===== src/rtl/mc_control_fsm.sv =====
// Multicycle MIPS-subset control unit: sequences fetch/decode/execute/memory/writeback
// and drives the datapath selects, ALU operation and write enables.
module mc_control_fsm #(
  parameter bit ILLEGAL_HALT = 1'b0
) (
  input  logic       clk,
  input  logic       rst_n,
  input  logic [5:0] Op,
  input  logic [5:0] Funct,
  input  logic       Zero,
  output logic       IorD,
  output logic       MemWrite,
  output logic       IRWrite,
  output logic       PCEn,
  output logic       RegDst,
  output logic       MemtoReg,
  output logic       RegWrite,
  output logic       ALUSrcA,
  output logic [1:0] ALUSrcB,
  output logic [2:0] ALUControl,
  output logic [1:0] PCSrc,
  output logic       IllegalOp,
  output logic [3:0] State
);

  typedef enum logic [3:0] {
    FETCH    = 4'd0,
    DECODE   = 4'd1,
    MEMADR   = 4'd2,
    MEMRD    = 4'd3,
    MEMWB    = 4'd4,
    MEMWR    = 4'd5,
    EXECUTE  = 4'd6,
    ALUWB    = 4'd7,
    BRANCH   = 4'd8,
    ADDIEXEC = 4'd9,
    ADDIWB   = 4'd10,
    JUMP     = 4'd11,
    HALT     = 4'd12
  } state_t;

  typedef struct packed {
    logic       iord;
    logic       memwrite;
    logic       irwrite;
    logic       pcwrite;
    logic       branch;
    logic       regdst;
    logic       memtoreg;
    logic       regwrite;
    logic       alusrca;
    logic [1:0] alusrcb;
    logic [2:0] aluctl;
    logic [1:0] pcsrc;
  } ctrl_t;

  state_t state;
  state_t next_state;
  ctrl_t  ctrl;
  logic   op_supported;

  // Control word for a state; computed for the upcoming state so it can be registered.
  function automatic ctrl_t state_ctrl(input state_t s);
    ctrl_t c;
    c        = '0;
    c.aluctl = 3'b010;
    case (s)
      FETCH: begin
        c.irwrite = 1'b1;
        c.pcwrite = 1'b1;
        c.alusrcb = 2'b01;
      end
      DECODE: c.alusrcb = 2'b11;
      MEMADR: begin
        c.alusrca = 1'b1;
        c.alusrcb = 2'b10;
      end
      MEMRD: c.iord = 1'b1;
      MEMWB: begin
        c.regwrite = 1'b1;
        c.memtoreg = 1'b1;
      end
      MEMWR: begin
        c.iord     = 1'b1;
        c.memwrite = 1'b1;
      end
      EXECUTE: c.alusrca = 1'b1;
      ALUWB: begin
        c.regwrite = 1'b1;
        c.regdst   = 1'b1;
      end
      BRANCH: begin
        c.alusrca = 1'b1;
        c.aluctl  = 3'b110;
        c.pcsrc   = 2'b01;
        c.branch  = 1'b1;
      end
      ADDIEXEC: begin
        c.alusrca = 1'b1;
        c.alusrcb = 2'b10;
      end
      ADDIWB: c.regwrite = 1'b1;
      JUMP: begin
        c.pcwrite = 1'b1;
        c.pcsrc   = 2'b10;
      end
      default: ;
    endcase
    return c;
  endfunction

  always_comb begin
    op_supported = 1'b1;
    case (Op)
      6'b100011, 6'b101011, 6'b000000, 6'b000100, 6'b001000, 6'b000010: op_supported = 1'b1;
      default: op_supported = 1'b0;
    endcase
  end

  always_comb begin
    next_state = FETCH;
    case (state)
      FETCH: next_state = DECODE;
      DECODE: begin
        case (Op)
          6'b100011, 6'b101011: next_state = MEMADR;
          6'b000000:            next_state = EXECUTE;
          6'b000100:            next_state = BRANCH;
          6'b001000:            next_state = ADDIEXEC;
          6'b000010:            next_state = JUMP;
          default:              next_state = ILLEGAL_HALT ? HALT : FETCH;
        endcase
      end
      MEMADR:   next_state = (Op == 6'b100011) ? MEMRD : MEMWR;
      MEMRD:    next_state = MEMWB;
      EXECUTE:  next_state = ALUWB;
      ADDIEXEC: next_state = ADDIWB;
      HALT:     next_state = HALT;
      default:  next_state = FETCH;
    endcase
  end

  always_ff @(posedge clk or negedge rst_n) begin
    if (!rst_n) begin
      state <= FETCH;
      ctrl  <= state_ctrl(FETCH);
    end else begin
      state <= next_state;
      ctrl  <= state_ctrl(next_state);
    end
  end

  // Enables are gated by rst_n so an asserted reset kills writes within the same cycle.
  assign MemWrite = ctrl.memwrite & rst_n;
  assign IRWrite  = ctrl.irwrite & rst_n;
  assign RegWrite = ctrl.regwrite & rst_n;
  assign PCEn     = (ctrl.pcwrite | (ctrl.branch & Zero)) & rst_n;

  assign IorD     = ctrl.iord;
  assign RegDst   = ctrl.regdst;
  assign MemtoReg = ctrl.memtoreg;
  assign ALUSrcA  = ctrl.alusrca;
  assign ALUSrcB  = ctrl.alusrcb;
  assign PCSrc    = ctrl.pcsrc;
  assign State    = state;

  assign IllegalOp = (state == DECODE) & ~op_supported;

  // Funct is only meaningful while the R-type operation is executing.
  always_comb begin
    ALUControl = ctrl.aluctl;
    if (state == EXECUTE) begin
      case (Funct)
        6'b100010: ALUControl = 3'b110;
        6'b100100: ALUControl = 3'b000;
        6'b100101: ALUControl = 3'b001;
        6'b101010: ALUControl = 3'b111;
        default:   ALUControl = 3'b010;
      endcase
    end
  end

endmodule

===== config.mk =====
export PLATFORM = sky130hd
export DESIGN_NAME = mc_control_fsm
export DESIGN_NICKNAME = d
export VERILOG_FILES = /design/src/rtl/mc_control_fsm.sv
export SDC_FILE = /design/constraint.sdc
export NUM_CORES = 1
export LEC_CHECK = 0
export BUFFER_PORTS_ARGS = -buffer_cell sky130_fd_sc_hd__buf_2
export CORE_UTILIZATION = 51
export DETAILED_ROUTE_END_ITERATION = 6
export PLACE_DENSITY = 0.83
export SETUP_SLACK_MARGIN = 0.02
export SLEW_MARGIN = 20
export SYNTH_ARGS = -nofsm -noshare
export SYNTH_HDL_FRONTEND = slang
export SYNTH_SLANG_ARGS = --single-unit

===== constraint.sdc =====
create_clock -name clk -period 3.4 [get_ports clk]
set_input_delay 0.68 -clock clk [delete_from_list [all_inputs] [get_ports clk]]
set_output_delay 0.68 -clock clk [all_outputs]
set_load 0.05 [all_outputs]

* Word level (Yosys, flattened, before mapping)
Index checks and enable logic that the tools add are counted.
** Word-level totals
- Output and inout bits :: 20
- Logic and storage cells :: 75
- Register bits after elaboration :: 20
** Cells by class
- Muxes and demuxes :: 18
- Equality and inequality tests :: 26
- Bitwise operators :: 8
- Reductions and logical operators :: 10
** Operators with widths (count)
- 6-bit == test (second input constant) :: 6
- 4-bit one-hot mux with 7 select lines :: 1
- 4-bit == test (second input constant) :: 6
- 4-bit by 3-bit == test with 1-bit output (second input constant) :: 5
- 4-bit one-hot mux with 5 select lines :: 1
- 4-bit by 2-bit == test with 1-bit output (second input constant) :: 4
- 3-bit one-hot mux with 4 select lines :: 1
- 1-bit 2-to-1 mux :: 10
- 3-bit 2-to-1 mux :: 3
- 4-bit by 1-bit == test with 1-bit output (second input constant) :: 2
- 4-bit zero test :: 2
- 2-bit OR reduction :: 4
- 1-bit AND :: 6
- 6-bit by 2-bit == test with 1-bit output (second input constant) :: 1
- 6-bit by 3-bit == test with 1-bit output (second input constant) :: 1
- 6-bit by 4-bit == test with 1-bit output (second input constant) :: 1
- 6-bit zero test :: 1
- 2-bit one-hot mux with 3 select lines :: 1
- 6-bit OR reduction :: 1
- 2-bit one-hot mux with 2 select lines :: 1
- 4-bit OR reduction :: 1
- 3-bit OR reduction :: 1
- 1-bit inverter :: 1
- 1-bit bitwise OR :: 1

* Longest topological paths before layout
Gate-level depths: netlist (run 1).
- Depth in word-level cells :: 7
- Depth in mapped cells :: 7
- Depth with buffers taken out :: 6

* Worst setup path after synthesis (run 1)
No wires, ideal clock.
- Path type :: register to output
- Start :: reg state[1] (netlist: State[1])
- End :: out ALUControl[0]
- Setup slack :: 600 ps
- Data required time :: 2720 ps
- Stages on the path, launching flop included :: 6
- Buffers on the path :: 0
- Arrival time :: 2120 ps
- Path through :: dfrtp_1 -> nand2b_1 -> nor2_1 -> nand2_1 -> nor3b_1 -> nor2b_1
** Between the ends
- Cells in the longest elaborated chain, start to end :: 2
** Ends and longest elaborated chain
- from (decl) :: line 57 : state_t state;
- from (signal assigned) :: line 148 : state <= next_state;
- 4-bit by 3-bit == test with 1-bit output :: line 172 : if (state == EXECUTE) begin
- 3-bit 2-to-1 mux :: line 172
- to (decl) :: line 20 : output logic [2:0] ALUControl,
Every way passes these cells.

* Final worst setup path (run 1)
- Start :: in Op[0]
- End :: out IllegalOp
** Between the ends
- Cells in the longest elaborated chain, start to end :: 5
- Elaborated cells on any way between the ends :: 10
- Classes of those cells :: eq/ne (5); mux (1); bitwise (2); reduce/logical (2)
** Ends and longest elaborated chain
- from (decl) :: line 8 : input logic [5:0] Op,
- 6-bit == test, or another cell as far along :: line 114 : case (Op)
- 6-bit OR reduction * :: line 114
- 1-bit 2-to-1 mux * :: line 114
- 1-bit inverter * :: line 167 : assign IllegalOp = (state == DECODE) & ~op_supported;
- 1-bit AND * :: line 167
- to (decl) :: line 22 : output logic IllegalOp,
Mark *: on every way between the ends. The rest lies on a longest branch, timed or not.

==> impl_metrics.csv, run 1 <==
group,metric,value,unit
status,status,"finished with violations",
status,violations,"design-rule violations",
sta,post-route-period-util,78.3,%
clocking,clockBufferDepth,2,
clocking,ctsResizeCount,0,
die,initial_core_util,57.2,%
sta,skew,2.03,ps
final_layout,stdcell_count,137,
sta,setup_tns,0,ps
logic_synthesis,synthAdderAreaFrac,0,%
die,core_area,1580,sq um
die,die_w,44.1,um
logic_synthesis,syn_avg_cell_area,10.1,sq um
sta,slew_headroom,72.5,%
pwr,p_leak,0.571,nW
sta,worst_slew_pin_slew,412,ps
logic_synthesis,ys_ff_latch,16,
clocking,clkTransAtPathRegs,90,ps
logic_synthesis,synth_cell_types,36,
setup_path,end_kind,"output pin",
logic_synthesis,syn-num-nets,104,
clocking,numCtsBuffers,3,
pwr,clkPwrFrac,15.8,%
clocking,hold_buffers,0,
sta,holdWs,297,ps
job,cap_violations,0,
logic_synthesis,synth_mux_area_share,1.25,%
final_layout,multiInputGateArea,439,sq um
route,vias,782,
setup_path,worst-setup-path-type,"input pin to output pin",
pwr,p_int,0.000421,W
final_layout,final_util,69.0,%
setup_path,cp.required,2720,ps
route,dr_wl_met2,865,um
sta,finalHoldViolations,0,
route,drc,4,
final_layout,fin_nets,137,
route,wl_met1,750,um
logic_synthesis,synthXorXnorAreaFrac,1.94,%
setup_path,arrival,1980,ps
logic_synthesis,yosys.area_share.simple,33.7,%
clocking,cts_tree,"done",
setup_path,critPathMaxFanout,6,
sta,post-route-min-period,2660,ps
clocking,cts_root_buffer,"clkbuf_4",
die,pin_count,35,
pwr,p_switching,0.000356,W
pwr,peakVddDrop,0.341,mV
final_layout,drive_gt1_share,43.8,%
global_route,grt_max_degree,21,
logic_synthesis,syn_inst,89,
global_route,first_global_vias,705,
pwr,sequentialPowerShare,36.5,%
logic_synthesis,synth_compound_area_share,11.8,%
route,firstDrtPassIters,6,
global_route,antenna_found_initial,0,
final_layout,syn_to_final_growth,20.7,%
placement,dp_cells,133,
sta,rsz0062_at_grt,"no",
setup_path,critical-path-max-stage-delay,330,ps
worst_hold_path,hold_class,"input pin to asynchronous set/reset pin",
logic_synthesis,yosysWarnings,0,
die,std_cell_rows,14,
route,top_layer,"met4",
route,via_per_inst,5.71,
clocking,cts_htree_levels,1,
clocking,clkSinkCount,16,
route,drt_iter0_drc,12,
setup_path,slowest_stage,"nor3_2",
route,wl_met3,90,um
clocking,post_cts_buffers,0,
global_route,overflow,0,
setup_path,cp_cell_sequence,"buf_2 > nor3_2 > a21oi_1 > mux2_2 > o311a_1 > buf_2",
global_route,grtUsageTotal,20.8,%
final_layout,nFillCells,129,
placement,hpwlAfterDp,1370,um
setup_path,path_common_cell,"buf_2",
logic_synthesis,synth_top_family_by_area,"simple AND/OR/NAND/NOR gates",
pwr,power_density,714,nW/um^2
setup_path,start_kind,"input pin",
placement,gp_congestion,0.788,
pwr,combPwrFrac,47.7,%
route,ant_nets,0,
route,drt-wirelength-per-cell,12.6,um
final_layout,ff_latch_area,404,sq um
setup_path,reg2regPathDepth,5,
route,drt-total-wl,1720,um
logic_synthesis,syn_area,902,sq um
sta,max_freq,376,MHz
placement,io_buffers,34,
clocking,clk_latency,290,ps
global_route,grt_first_pass_wirelength,2930,um
logic_synthesis,synth-seq-area-share,44.8,%
sta,finalSetupViolCount,0,
die,fp.dieH,44.1,um
pwr,switching_share,45.9,%
die,die_area,1940,sq um
final_layout,num_antenna_cells,0,
sta,slew_viol_final,0,
cells by family after synthesis:
kind of cell | count (synthesis)
AO/OA/AOI/OAI | 13
XOR/XNOR | 2
buffers and inverters | 11
flip-flops | 16
multiplexers | 1
AND/OR/NAND/NOR | 46
sequential cells by signal, indices dropped and copies added, names as in the netlist:
signal / cells
PCSrc: 2
ctrl: 4
State: 4
IorD: 1
ALUSrcB: 2
RegDst: 1
MemtoReg: 1
ALUSrcA: 1
through the flow:
stage          area, sq um  worst slack (ps)  total power, W
6_report              1090               738        0.000777
5_1_grt               1090               574        0.000819
4_1_cts               1090               740        0.000780
3_5_place_dp          1050               743        0.000658
3_3_place_gp          1050               818        0.000651
2_1_floorplan          902               600        0.000591
routing by layer:
layer  GRT usage (%)  vias up
met2            35.6       26
met1            25.0      372
met4            10.3        0
li1                -      382
met3            3.67        2
met5               0        -
area by class of cell:
type,instances,area share [%]
multi-input combinational,62,40.3
sequential,16,37.1
timing repair buffer,34,15.6
clock buffer,4,3.33
tap,16,1.84
inverter,5,1.72
path summary, 6_finish.rpt:
check | from | to | slack, ps
worst max register to register | State[1] | ALUSrcA | 1750
min in group clk | State[0] | IorD | 650
worst min-delay path | rst_n | ctrl[8] | 300
worst min register to register | State[0] | IorD | 650
max in group asynchronous | rst_n | ctrl[12] | 2790
worst max-delay path | Op[0] | IllegalOp | 740
power groups by stage:
stage          combinational (W)  sequential, W  clock (W)
6_report                0.000370       0.000284   0.000123
4_1_cts                 0.000371       0.000283   0.000126
3_3_place_gp            0.000363       0.000287          0
3_5_place_dp            0.000370       0.000288          0
2_1_floorplan           0.000265       0.000326          0
5_1_grt                 0.000394       0.000290   0.000135
critical path, delay by kind of cell:
| family | cells | cell delay, ps |
|---|---|---|
| buf+inv | 2 | 330 |
| compound gates | 2 | 370 |
| simple gates | 1 | 330 |
| mux | 1 | 270 |
placed cells by master, fill, tap and decap left out, types with 2 or more instances in the layout:
cell	instances
a21oi_1	4
and2_1	3
buf_2	34
clkbuf_4	3
dfrtp_1	13
dfstp_2	3
inv_1	2
inv_2	3
nand2_1	9
nand3_1	2
nand3b_1	3
nand4_1	2
nand4b_1	2
nor2_1	6
nor2b_1	3
nor3_1	3
nor3b_1	4
o211ai_1	2
xor2_1	2
cells in the mapped netlist:
cell type,n,area (sq um)
dfrtp_1,13,325
nor2b_1,3,18.8
nor3_1,3,15.0
a22o_1,1,8.76
o211ai_1,2,15.0
a21bo_2,1,10.0
mux2_2,1,11.3
o21ai_1,1,5.00
nand2b_1,1,6.26
nor2_1,6,22.5
buf_4,4,30.0
xor2_1,2,17.5
buf_2,2,10.0
and2_1,3,18.8
and3_1,1,6.26
nand2b_2,1,8.76
nor3_2,1,10.0
nor3b_1,4,30.0
inv_2,3,11.3
o311a_1,1,10.0
a21oi_1,4,20.0
nand4_2,1,12.5
and4_1,1,8.76
inv_1,2,7.51
nand3b_1,3,22.5
nand2_1,9,33.8
nand4_1,2,12.5
and3_4,1,11.3
nor4b_4,1,23.8
a211o_1,1,8.76
dfstp_2,3,78.8
nand3_1,2,10.0
nor4b_2,1,15.0
nand4b_1,2,17.5
o311a_4,1,21.3
a22oi_1,1,7.51
Power figures use the tool's default switching activity.
==> inputs of run 2 (changes only) <==
--- a/config.mk
+++ b/config.mk
@@ -6,9 +6,9 @@
 export NUM_CORES = 1
 export LEC_CHECK = 0
 export BUFFER_PORTS_ARGS = -buffer_cell sky130_fd_sc_hd__buf_2
-export CORE_UTILIZATION = 51
+export CORE_UTILIZATION = 42
 export DETAILED_ROUTE_END_ITERATION = 6
-export PLACE_DENSITY = 0.83
+export PLACE_DENSITY = 0.73
 export SETUP_SLACK_MARGIN = 0.02
 export SLEW_MARGIN = 20
 export SYNTH_ARGS = -nofsm -noshare
==> constraint.sdc (replaced) <==
create_clock -name clk -period 2.4 [get_ports clk]
set_input_delay 0.48 -clock clk [delete_from_list [all_inputs] [get_ports clk]]
set_output_delay 0.48 -clock clk [all_outputs]
set_load 0.05 [all_outputs]
==> run 2 against run 1 <==
Compared with the run above: via count increased by 1.4%; largest cell class unchanged; the flow now finishes without violations; final cell count is 12% higher; register-to-register slack got worse by 1000 ps; sequential power grew 32%; highest routed layer unchanged; utilization fell by 11 points; clock power grew 40%; final area increased by 5.4%.
==> impl_metrics.csv, run 2 (same netlist as run 1, synthesis figures left out) <==
group,metric,value,unit
setup_path,reg2reg_slack,730,ps
setup_path,critical-path-max-stage-delay,580,ps
final_layout,fin_nets,142,
clocking,clkTransAtPathRegs,90,ps
setup_path,arrival,1710,ps
sta,worst_slew_pin_slew,382,ps
route,via_per_inst,5.18,
route,firstDrtPassIters,4,
final_layout,syn_to_final_growth,27.2,%
final_layout,num_antenna_cells,0,
status,status,"complete, no violations",
setup_path,cp.required,1920,ps
route,drc,0,
die,fp.dieH,48.3,um
die,die_w,48.3,um
clocking,cts_htree_levels,1,
setup_path,reg2regPathDepth,6,
die,die_area,2340,sq um
route,drt_iter0_drc,22,
sta,slew_headroom,74.5,%
setup_path,end_kind,"output pin",
pwr,p_leak,0.597,nW
sta,max_freq,457,MHz
pwr,peakVddDrop,0.480,mV
final_layout,layout_commonest_cell,"buf_2",
sta,finalHoldViolations,0,
setup_path,cp_cell_sequence,"nand2_1 > nor3b_2 > nor2b_2 > buf_2",
global_route,first_global_vias,821,
final_layout,drive_gt1_share,47.6,%
setup_path,start_kind,"flop",
sta,slew_viol_final,0,
global_route,antenna_found_initial,0,
placement,hpwlAfterDp,1500,um
sta,post-route-period-util,91.2,%
route,vias,793,
route,ant_nets,0,
worst_hold_path,hold_class,"input pin to asynchronous set/reset pin",
clocking,clockBufferDepth,2,
setup_path,worst-setup-path-type,"flop to output pin",
clocking,clkSinkCount,16,
clocking,cts_tree,"done",
die,core_area,1980,sq um
global_route,grtUsageTotal,18.7,%
route,drt-total-wl,1890,um
final_layout,final_cell_mix,"buf_2, dfrtp_1, nand2_1",
route,drt-wirelength-per-cell,12.3,um
sta,post-route-min-period,2190,ps
setup_path,r2r-start,"State[1]",
die,pin_count,35,
global_route,overflow,0,
die,initial_core_util,45.5,%
placement,gp_congestion,0.797,
pwr,power_density,981,nW/um^2
sta,finalSetupViolCount,0,
global_route,grt_max_degree,15,
clocking,cts_root_buffer,"clkbuf_4",
global_route,grt_first_pass_wirelength,3440,um
setup_path,reg2reg_to,"ALUSrcA",
sta,rsz0062_at_grt,"no",
clocking,clk_latency,280,ps
job,cap_violations,0,
setup_path,crit_start,"State[2]",
placement,io_buffers,34,
clocking,numCtsBuffers,3,
final_layout,nFillCells,178,
pwr,finalPower,0.00113,W
setup_path,slowest_stage,"dfrtp_1",
die,std_cell_rows,16,
sta,skew,3.14,ps
sta,setup_tns,0,ps
clocking,hold_buffers,0,
setup_path,critPathMaxFanout,9,
## run 2: timing repair
action	4_1_cts	5_1_grt
gates resized for setup	0	1
endpoints found under the setup margin	0	2
setup buffers	0	0
## run 2: worst max-delay path: cells and delay by family (launching register included)
kind	cells	cell delay, ps
flip-flops	1	580
AND/OR/NAND/NOR	3	580
buffers and inverters	1	260
## run 2: worst max path at each step
stage,to
after detailed placement,IllegalOp
after global routing,ALUControl[0]
after CTS,ALUControl[0]
after floorplan,ALUControl[0]
after global placement,IllegalOp
final,ALUControl[0]
## run 2: through the flow
step | worst slack (ps) | cell area [sq um] | instances | utilization (%) | hold slack [ps]
after floorplan | 40.0 | 905 | 89 | - | 184
after global placement | 350 | 1110 | 149 | 55.8 | 360
after detailed placement | 296 | 1110 | 149 | 55.8 | 367
after CTS | 110 | 1140 | 153 | 57.6 | 56.7
after global routing | 59.2 | 1150 | 153 | 57.9 | 58.6
final | 211 | 1150 | 153 | 57.9 | 51.4
## run 2: cell type report
class | count | area (sq um) | share of cell area, %
timing repair buffer | 39 | 208 | 18.1
tap | 27 | 33.8 | 2.94
inverter | 5 | 18.8 | 1.64
sequential | 16 | 404 | 35.2
multi-input combinational | 62 | 447 | 38.9
clock buffer | 4 | 36.3 | 3.16
## run 2: routing by layer
| layer | vias to the layer above | routed length (um) | track usage, % | part of all wire [%] |
|---|---|---|---|---|
| met5 | - | 0 | 0 | 0 |
| met4 | 0 | 17 | 7.35 | 0.90 |
| met3 | 2 | 112 | 4.40 | 5.9 |
| met2 | 29 | 931 | 32.2 | 49 |
| met1 | 372 | 827 | 22.5 | 44 |
| li1 | 390 | - | - | - |
## run 2: report_power, final
group / switching [W] / leakage [nW] / internal [W]
combinational: 0.000403 / 0.369 / 0.000177
clock: 0.0000797 / 0.0210 / 0.0000923
sequential: 0.0000279 / 0.208 / 0.000346
total: 0.000510 / 0.597 / 0.000615
